==> src/rtl/bt656_trs_decoder_if.sv <==
// ---------------------------------------------------------------------------
// bt656_trs_decoder_if
// Pixel-bus bundle between the ADV7280A capture registers, the TRS decoder
// and the video frontend / control CPU.
//
// Flow control: none. One byte enters on P_DATA_i every PCLK_i cycle and one
// byte leaves on P_DATA_o every cycle, two cycles later. There is no valid,
// no ready and no stall; every status output is a plain level or a
// single-cycle pulse.
//
// master : pixel source / downstream consumer side (drives P_DATA_i).
// slave  : the decoder (drives everything else).
// fsm_state_o exposes the preamble FSM state for observation.
// ---------------------------------------------------------------------------
interface bt656_trs_decoder_if;
    logic [7:0]  P_DATA_i;
    logic [7:0]  P_DATA_o;
    logic        HS_o;
    logic        VS_o;
    logic        FID_o;
    logic        trs_err_o;
    logic        trs_corr_o;
    logic [15:0] err_cnt_o;
    logic [11:0] line_len_o;
    logic        sync_lock_o;
    logic [1:0]  fsm_state_o;

    modport master (
        output P_DATA_i,
        input  P_DATA_o, HS_o, VS_o, FID_o, trs_err_o, trs_corr_o,
        input  err_cnt_o, line_len_o, sync_lock_o, fsm_state_o
    );

    modport slave (
        input  P_DATA_i,
        output P_DATA_o, HS_o, VS_o, FID_o, trs_err_o, trs_corr_o,
        output err_cnt_o, line_len_o, sync_lock_o, fsm_state_o
    );
endinterface

==> src/rtl/bt656_trs_decoder.sv <==
// ---------------------------------------------------------------------------
// bt656_trs_decoder
// Finds BT.656 timing reference sequences (FF 00 00 XY) in the 8-bit pixel
// stream, checks the XY protection bits, regenerates HS/VS/FID and delays
// the data by two cycles so XY sits on P_DATA_o one cycle before HS rises.
// Also measures line length, tracks line-timing lock and counts bad XYs.
//
// Optional feature macro: TRS_ECC_EN
//   defined   -> XY codes one bit away from a valid code are corrected.
//   undefined -> only exact codes are accepted; trs_corr_o stays 0.
//
// Pipeline (XY sampled at cycle n):
//   n+1 : decode registered (stage 1)
//   n+2 : XY (possibly corrected) on P_DATA_o (stage 2)
//   n+3 : HS/VS/FID/trs_err/trs_corr/line_len (stage 3)
//   n+4 : sync_lock/err_cnt (stage 4)
// ---------------------------------------------------------------------------
module bt656_trs_decoder #(
    parameter int LOCK_LINES = 4
) (
    input  logic               PCLK_i,
    input  logic               reset_n,
    bt656_trs_decoder_if.slave bus
);

    localparam logic [3:0]  LOCK_N   = 4'(LOCK_LINES);
    localparam logic [11:0] LINE_MAX = 12'hFFF;

    typedef enum logic [1:0] {
        IDLE = 2'd0,
        S_FF = 2'd1,
        S_Z1 = 2'd2,
        S_Z2 = 2'd3
    } trs_state_t;

    trs_state_t state;

    // Valid XY for a given F/V/H: bit7 set, then F V H, then P3..P0.
    function automatic logic [7:0] trs_code(input logic f, input logic v, input logic h);
        return {1'b1, f, v, h, v ^ h, f ^ h, f ^ v, f ^ v ^ h};
    endfunction

`ifdef TRS_ECC_EN
    function automatic logic [3:0] popcount8(input logic [7:0] x);
        logic [3:0] n;
        n = 4'd0;
        for (int i = 0; i < 8; i++) begin
            n = n + {3'b000, x[i]};
        end
        return n;
    endfunction

    logic [7:0] cand;
    logic [3:0] dist;
    logic [2:0] fvh;
`endif

    // Combinational classification of the current byte as an XY code.
    logic [7:0] xy_code;
    logic       xy_ok;
    logic       xy_fix;

    // Stage 1 registers.
    logic [7:0] s1_data;
    logic [7:0] s1_code;
    logic       s1_xy;
    logic       s1_ok;
    logic       s1_fix;

    // Stage 2 event flags.
    logic       s2_acc;
    logic       s2_rej;
    logic       s2_fix;
    logic       s2_f;
    logic       s2_v;
    logic       s2_h;

    // Stage 3 bookkeeping.
    logic [11:0] line_cnt;
    logic        hs_pending;
    logic        eav3;
    logic        match3;

    // Stage 4 lock tracking.
    logic [3:0] match_cnt;
    logic [3:0] match_inc;

    assign bus.fsm_state_o = state;
    assign match_inc       = (match_cnt == 4'hF) ? 4'hF : match_cnt + 4'd1;

    // Classify the incoming byte as an acceptable XY and pick its (corrected) code.
    always_comb begin
        xy_code = bus.P_DATA_i;
        xy_ok   = 1'b0;
        xy_fix  = 1'b0;
`ifdef TRS_ECC_EN
        cand = 8'h00;
        dist = 4'd0;
        fvh  = 3'd0;
        // Valid codes are 4 apart, so at most one candidate can be within 1 bit.
        for (int i = 0; i < 8; i++) begin
            fvh  = 3'(i);
            cand = trs_code(fvh[2], fvh[1], fvh[0]);
            dist = popcount8(bus.P_DATA_i ^ cand);
            if (dist == 4'd0) begin
                xy_ok   = 1'b1;
                xy_code = cand;
            end else if (dist == 4'd1) begin
                xy_ok   = 1'b1;
                xy_fix  = 1'b1;
                xy_code = cand;
            end
        end
`else
        xy_ok = (bus.P_DATA_i == trs_code(bus.P_DATA_i[6], bus.P_DATA_i[5], bus.P_DATA_i[4]));
`endif
    end

    // Preamble FSM: one transition per byte, S_Z2 marks the XY byte.
    always_ff @(posedge PCLK_i or negedge reset_n) begin
        if (!reset_n) begin
            state <= IDLE;
        end else begin
            case (state)
                IDLE: state <= (bus.P_DATA_i == 8'hFF) ? S_FF : IDLE;
                S_FF: begin
                    if (bus.P_DATA_i == 8'h00)      state <= S_Z1;
                    else if (bus.P_DATA_i == 8'hFF) state <= S_FF;
                    else                            state <= IDLE;
                end
                S_Z1: begin
                    if (bus.P_DATA_i == 8'h00)      state <= S_Z2;
                    else if (bus.P_DATA_i == 8'hFF) state <= S_FF;
                    else                            state <= IDLE;
                end
                S_Z2: state <= (bus.P_DATA_i == 8'hFF) ? S_FF : IDLE;
                default: state <= IDLE;
            endcase
        end
    end

    // Stage 1: capture the byte and its XY decode.
    always_ff @(posedge PCLK_i or negedge reset_n) begin
        if (!reset_n) begin
            s1_data <= 8'h00;
            s1_code <= 8'h00;
            s1_xy   <= 1'b0;
            s1_ok   <= 1'b0;
            s1_fix  <= 1'b0;
        end else begin
            s1_data <= bus.P_DATA_i;
            s1_code <= xy_code;
            s1_xy   <= (state == S_Z2);
            s1_ok   <= xy_ok;
            s1_fix  <= xy_fix;
        end
    end

    // Stage 2: data output (corrected XY substituted) and TRS event flags.
    always_ff @(posedge PCLK_i or negedge reset_n) begin
        if (!reset_n) begin
            bus.P_DATA_o <= 8'h00;
            s2_acc       <= 1'b0;
            s2_rej       <= 1'b0;
            s2_fix       <= 1'b0;
            s2_f         <= 1'b0;
            s2_v         <= 1'b0;
            s2_h         <= 1'b0;
        end else begin
            bus.P_DATA_o <= (s1_xy && s1_ok && s1_fix) ? s1_code : s1_data;
            s2_acc       <= s1_xy && s1_ok;
            s2_rej       <= s1_xy && !s1_ok;
            s2_fix       <= s1_xy && s1_ok && s1_fix;
            s2_f         <= s1_code[6];
            s2_v         <= s1_code[5];
            s2_h         <= s1_code[4];
        end
    end

    // Stage 3: timing outputs, line counter and per-EAV length comparison.
    always_ff @(posedge PCLK_i or negedge reset_n) begin
        if (!reset_n) begin
            bus.HS_o       <= 1'b0;
            bus.VS_o       <= 1'b0;
            bus.FID_o      <= 1'b0;
            bus.trs_err_o  <= 1'b0;
            bus.trs_corr_o <= 1'b0;
            bus.line_len_o <= 12'd0;
            line_cnt       <= 12'd0;
            hs_pending     <= 1'b0;
            eav3           <= 1'b0;
            match3         <= 1'b0;
        end else begin
            bus.trs_err_o  <= s2_rej;
            bus.trs_corr_o <= s2_fix;
            hs_pending     <= 1'b0;
            eav3           <= 1'b0;
            match3         <= 1'b0;
            if (s2_acc && s2_h) begin
                // EAV with HS already high means SAV was lost: force a
                // one-cycle low so the frontend still gets a rising edge.
                if (bus.HS_o) begin
                    bus.HS_o   <= 1'b0;
                    hs_pending <= 1'b1;
                end else begin
                    bus.HS_o <= 1'b1;
                end
                bus.VS_o       <= s2_v;
                bus.FID_o      <= s2_f;
                bus.line_len_o <= line_cnt;
                line_cnt       <= 12'd1;
                eav3           <= 1'b1;
                match3         <= (line_cnt == bus.line_len_o);
            end else begin
                if (s2_acc) begin
                    bus.HS_o <= 1'b0;
                end else if (hs_pending) begin
                    bus.HS_o <= 1'b1;
                end
                line_cnt <= (line_cnt == LINE_MAX) ? LINE_MAX : line_cnt + 12'd1;
            end
        end
    end

    // Stage 4: error counter and lock state.
    always_ff @(posedge PCLK_i or negedge reset_n) begin
        if (!reset_n) begin
            bus.err_cnt_o   <= 16'd0;
            bus.sync_lock_o <= 1'b0;
            match_cnt       <= 4'd0;
        end else begin
            if (bus.trs_err_o && (bus.err_cnt_o != 16'hFFFF)) begin
                bus.err_cnt_o <= bus.err_cnt_o + 16'd1;
            end
            if (line_cnt == LINE_MAX) begin
                // No EAV for a full counter span: the source is gone.
                match_cnt       <= 4'd0;
                bus.sync_lock_o <= 1'b0;
            end else if (eav3) begin
                if (match3) begin
                    match_cnt       <= match_inc;
                    bus.sync_lock_o <= (match_inc >= LOCK_N);
                end else begin
                    match_cnt       <= 4'd0;
                    bus.sync_lock_o <= 1'b0;
                end
            end
        end
    end

endmodule

==> src/flat_wrapper.sv <==
// flat-port wrapper written by rule: the top's interface ports become plain ports
module bt656_trs_decoder_flat 
#(
    parameter int LOCK_LINES = 4
)
  (PCLK_i, reset_n, bus_P_DATA_i, bus_P_DATA_o, bus_HS_o, bus_VS_o, bus_FID_o, bus_trs_err_o, bus_trs_corr_o, bus_err_cnt_o, bus_line_len_o, bus_sync_lock_o, bus_fsm_state_o);
  bt656_trs_decoder_if bus_i ();
  input  logic PCLK_i;
  input  logic reset_n;
  input wire logic [$bits(bus_i.P_DATA_i)-1:0] bus_P_DATA_i;
  output wire logic [$bits(bus_i.P_DATA_o)-1:0] bus_P_DATA_o;
  output wire logic [$bits(bus_i.HS_o)-1:0] bus_HS_o;
  output wire logic [$bits(bus_i.VS_o)-1:0] bus_VS_o;
  output wire logic [$bits(bus_i.FID_o)-1:0] bus_FID_o;
  output wire logic [$bits(bus_i.trs_err_o)-1:0] bus_trs_err_o;
  output wire logic [$bits(bus_i.trs_corr_o)-1:0] bus_trs_corr_o;
  output wire logic [$bits(bus_i.err_cnt_o)-1:0] bus_err_cnt_o;
  output wire logic [$bits(bus_i.line_len_o)-1:0] bus_line_len_o;
  output wire logic [$bits(bus_i.sync_lock_o)-1:0] bus_sync_lock_o;
  output wire logic [$bits(bus_i.fsm_state_o)-1:0] bus_fsm_state_o;
  assign bus_i.P_DATA_i = bus_P_DATA_i;
  assign bus_P_DATA_o = bus_i.P_DATA_o;
  assign bus_HS_o = bus_i.HS_o;
  assign bus_VS_o = bus_i.VS_o;
  assign bus_FID_o = bus_i.FID_o;
  assign bus_trs_err_o = bus_i.trs_err_o;
  assign bus_trs_corr_o = bus_i.trs_corr_o;
  assign bus_err_cnt_o = bus_i.err_cnt_o;
  assign bus_line_len_o = bus_i.line_len_o;
  assign bus_sync_lock_o = bus_i.sync_lock_o;
  assign bus_fsm_state_o = bus_i.fsm_state_o;
  bt656_trs_decoder #(.LOCK_LINES(LOCK_LINES)) u_core (.PCLK_i(PCLK_i), .reset_n(reset_n), .bus(bus_i));
endmodule
==> config.mk <==
export PLATFORM = sky130hd
export DESIGN_NAME = bt656_trs_decoder_flat
export DESIGN_NICKNAME = d
export VERILOG_FILES = /design/src/rtl/bt656_trs_decoder_if.sv /design/src/rtl/bt656_trs_decoder.sv /design/src/flat_wrapper.sv
export SDC_FILE = /design/constraint.sdc
export NUM_CORES = 1
export LEC_CHECK = 0
export BUFFER_PORTS_ARGS = -buffer_cell sky130_fd_sc_hd__buf_2
export CAP_MARGIN = 20
export CORE_UTILIZATION = 45
export DETAILED_ROUTE_END_ITERATION = 8
export PLACE_DENSITY = 0.71
export SYNTH_ARGS = -nofsm -noshare
export SYNTH_HDL_FRONTEND = slang
export SYNTH_SLANG_ARGS = --single-unit
==> constraint.sdc <==
create_clock -name PCLK_i -period 2.5 [get_ports PCLK_i]
set_clock_uncertainty 0.2 [all_clocks]
set_input_delay 0.125 -clock PCLK_i [delete_from_list [all_inputs] [get_ports PCLK_i]]
set_output_delay 0.125 -clock PCLK_i [all_outputs]
set_load 0.01 [all_outputs]
==> summary.txt <==
STA
  • Headroom to the max-slew limit: 0.3922
  • Final Max Slew Viols: 0
  • Final Hold Vio Count: 0
  • Final setup vio count: 0
  • Actual slew at the worst max-slew pin: a little over 0.9 ns
  • Fin crit share: 0.8381
  • FMAX: 477.3 MHz
  • Tmin final: 2.095 ns
  • RSZ-0062 raised after global routing: no
  • Final setup TNS: 0 ns

Place
  • Port Buffers: 52
  • Final Wtd Congestion: roughly 0.76
  • DPL Wire Length: roughly 4200 um

Synth
  • Area share of fa/ha/maj cells after synthesis: 0.03044
  • Mux cell area share after synthesis: 0.009893
  • Leading area contributor after synthesis: dfrtp_1
  • Most area-consuming cells after synthesis: dfrtp_1, nand2_1, xor2_1
  • Netlist cell types: 44
  • Post-synth EDFFs: 0
  • Async SR Flop Fraction: 1.000
  • Simple-Gate Fraction of Synth Area: 0.2051
  • Mapped Area: roughly 3300 sq um
  • Post-Syn Instances: 308
  • Largest family of logic cells by synthesized area: simple AND/OR/NAND/NOR gates
  • Compound-gate portion of the synthesized area: 0.06925
  • Sequential area share after synthesis: 0.5632
  • Net Count, Synth: between 300 and 400
  • Avg Synthesized Cell Area: around 11 sq um
  • Flops & latches, synth: 74
  • Synth top area share: 0.5632
  • Ys flop type: dfrtp_1
  • Xor/xnor cell area share of the yosys netlist: 0.09056
  • Synth warnings: 0

Clock tree
  • Num CTS Buffers: 9
  • Root Driver: clkbuf_8
  • CTS clk-pin slew, worst paths: roughly 0.08 ns
  • Clock sink count: 74
  • Worst-Skew Late Latency: about 0.34 ns
  • TritonCTS clock tree: done
  • Post_cts resized: 0
  • Post-CTS setup buffer count: 0
  • Max H-tree Level: 3
  • CTS Buffer Depth: 2

Die
  • Row count: 30
  • I/O Pins: 54
  • Die area: approximately 7700 sq um
  • Initial core utilization: 0.4735
  • DIE HEIGHT: roughly 90 um
  • Die width: between 80 and 90 um
  • Core ar.: a little under 7000 sq um

Critical path
  • R2R depth: 5
  • Critical Path RT: 2.54 ns
  • Arrival time worst endpoint: approximately 2.1 ns
  • Reg2reg start: u_core.bus.err_cnt_o[0]$_DFFE_PN0P_
  • Max FO, Critical Path: 6
  • Critical Path End Type: flop
  • Worst reg-to-reg setup slack: a little over 0.4 ns
  • Worst Setup Path Type: flop to flop
  • Setup crit start: u_core.bus.err_cnt_o[0]$_DFFE_PN0P_
  • Crit start category: flop
  • Reg2reg end: u_core.bus.err_cnt_o[1]$_DFFE_PN0P_

Final layout
  • Share of cells above drive strength 1: 0.2038
  • Synth-to-layout area growth: 19.90%
  • Commonest non-fill, non-tap cell in the layout: dfrtp_1
  • Commonest non-fill, non-tap cells in the layout: dfrtp_1, buf_2, nand2_1
  • Ant diodes: 0
  • Fin nets: 386
  • Filler Cells Inserted: slightly above 600
  • Core Util, Final: 0.5677

Power and ir drop
  • Pleak: approximately 2.1 nW
  • Cell Pwr Density: ~610 nW/um^2
  • NetSw: 0.4996 mW
  • Internal power: between 1.5 and 2 mW
  • VDD IR max: approximately 0.46 mV
  • Switch share: 0.2082
  • Clock Power Share: 0.463
  • Comb pwr share: 0.031
  • Flop pwr share: 0.506

Detailed routing
  • Vias/cell: 5.124
  • Wire per inst: approximately 13 um
  • Initial DRC count: between 100 and 150
  • Post-Route WL: between 6000 and 7000 um
  • Via count: 2403
  • Final ANT Viol Nets: 0
  • DRT Pass-1 Iters: 6
  • DRC Markers: 0

Worst hold path
  • Tightest Hold Check Type: flop to flop
  • Hold Path Depth: 0
  • Min-delay src: u_core.s1_data[7]$_DFF_PN0_
  • WHS Endpoint: u_core.bus.P_DATA_o[7]$_DFF_PN0_

Global routing
  • Initial antenna violation count: 0
  • Vias in the first global route: 2276
  • GRT Util Overall: 0.1801
  • First-pass GRT wire length: about 10000 um
  • Gr ovfl total: 0
  • Largest net degree at the start of global routing: 75

Job
  • Max-capacitance violation count: 0

Run status
  • Status: finished, final reports clean
==> how the worst max path moves through the flow <==
stage	endpoint	slack, ns	depth (start not counted)
after global placement	u_core.bus.err_cnt_o[1]$_DFFE_PN0P_	0.50	5
after floorplan	u_core.bus.err_cnt_o[1]$_DFFE_PN0P_	0.49	5
final	u_core.bus.err_cnt_o[1]$_DFFE_PN0P_	0.40	5
after CTS	u_core.bus.err_cnt_o[1]$_DFFE_PN0P_	0.39	5
after global routing	u_core.bus.err_cnt_o[1]$_DFFE_PN0P_	0.25	5
after detailed placement	u_core.bus.err_cnt_o[1]$_DFFE_PN0P_	0.41	5
==> stage by stage <==
step / total power, mW / std cells / instance area, sq um / worst slack, ns / hold slack, ns
CTS: 2.430 / 469 / 3943 / 0.3925 / 0.1542
global route: 2.492 / 469 / 3943 / 0.2496 / 0.1613
finish: 2.400 / 469 / 3943 / 0.4048 / 0.1531
floorplan: 1.261 / 308 / 3288 / 0.4906 / -0.3706
detailed placement: 1.304 / 444 / 3612 / 0.4072 / 0.08884
global placement: 1.302 / 444 / 3612 / 0.4999 / 0.08672
==> sequential cells by signal (all words and copies together), names as in the netlist <==
name	cells
u_core.bus.FID_o	1
u_core.bus.HS_o	1
u_core.bus.P_DATA_o	8
u_core.bus.VS_o	1
u_core.bus.err_cnt_o	16
u_core.bus.fsm_state_o	2
u_core.bus.line_len_o	12
u_core.bus.sync_lock_o	1
u_core.bus.trs_err_o	1
u_core.eav3	1
u_core.hs_pending	1
u_core.line_cnt	12
u_core.match3	1
u_core.match_cnt	4
u_core.s1_data	8
u_core.s1_ok	1
u_core.s1_xy	1
u_core.s2_acc	1
u_core.s2_rej	1
==> critical path: stages, from the launching register on <==
cell	delay, ns
dfrtp_1	0.44
ha_1	0.27
nand3_1	0.14
nor4_2	0.42
or2b_2	0.20
mux2_2	0.33
==> repair_timing <==
action | in CTS | in global routing
endpoints found under the hold margin | 84 | 0
hold buffers | 9 | 0
endpoints found under the setup margin | 0 | 0
==> power groups by stage <==
stage / clock [mW] / combinational, mW / sequential [mW]
final: 1.11 / 0.0747 / 1.21
after global routing: 1.19 / 0.0860 / 1.22
after CTS: 1.14 / 0.0775 / 1.21
after detailed placement: 0 / 0.0667 / 1.24
after global placement: 0 / 0.0649 / 1.24
after floorplan: 0 / 0.0211 / 1.24
==> logic make-up after synthesis <==
kind of cell    after synthesis
mux                           3
compound gates               36
simple gates                130
buf+inv                      22
other cells                   1
flops                        74
fa+ha+maj                     8
xor+xnor                     34
==> layout make-up <==
cell class | count | area [sq um] | share of cell area
Tap cell | 96 | 120.1 | 0.03047
Clock inverter | 7 | 116.4 | 0.02951
Multi-Input combinational cell | 212 | 1336 | 0.3389
Timing Repair Buffer | 62 | 360.3 | 0.09140
Inverter | 9 | 33.78 | 0.008569
Sequential cell | 74 | 1852 | 0.4697
Clock buffer | 9 | 123.9 | 0.03142
==> layer usage <==
layer / track usage / vias up / routed length (um)
met5: 0 / - / 0
met4: 0.08048 / 0 / 110
met1: 0.2314 / 1163 / 2957
li1: - / 1181 / -
met3: 0.05972 / 8 / 307
met2: 0.2770 / 51 / 2787
==> Yosys cell counts, types with 2 or more instances <==
library cell and count:
nor2_1 18, ha_1 8, nor4_1 6, o21a_1 3, xor2_1 20, nand2_1 50
a211oi_1 8, a31oi_1 3, xnor2_1 14, nand4_1 12, o21ai_0 3, buf_4 4
nor3_1 5, and4_1 2, o22ai_1 2, inv_1 9, dfrtp_1 74, and3_1 8
buf_2 2, nand3_1 15, clkbuf_1 7, a21oi_1 13
No activity file was read; power rests on OpenSTA's default activity.
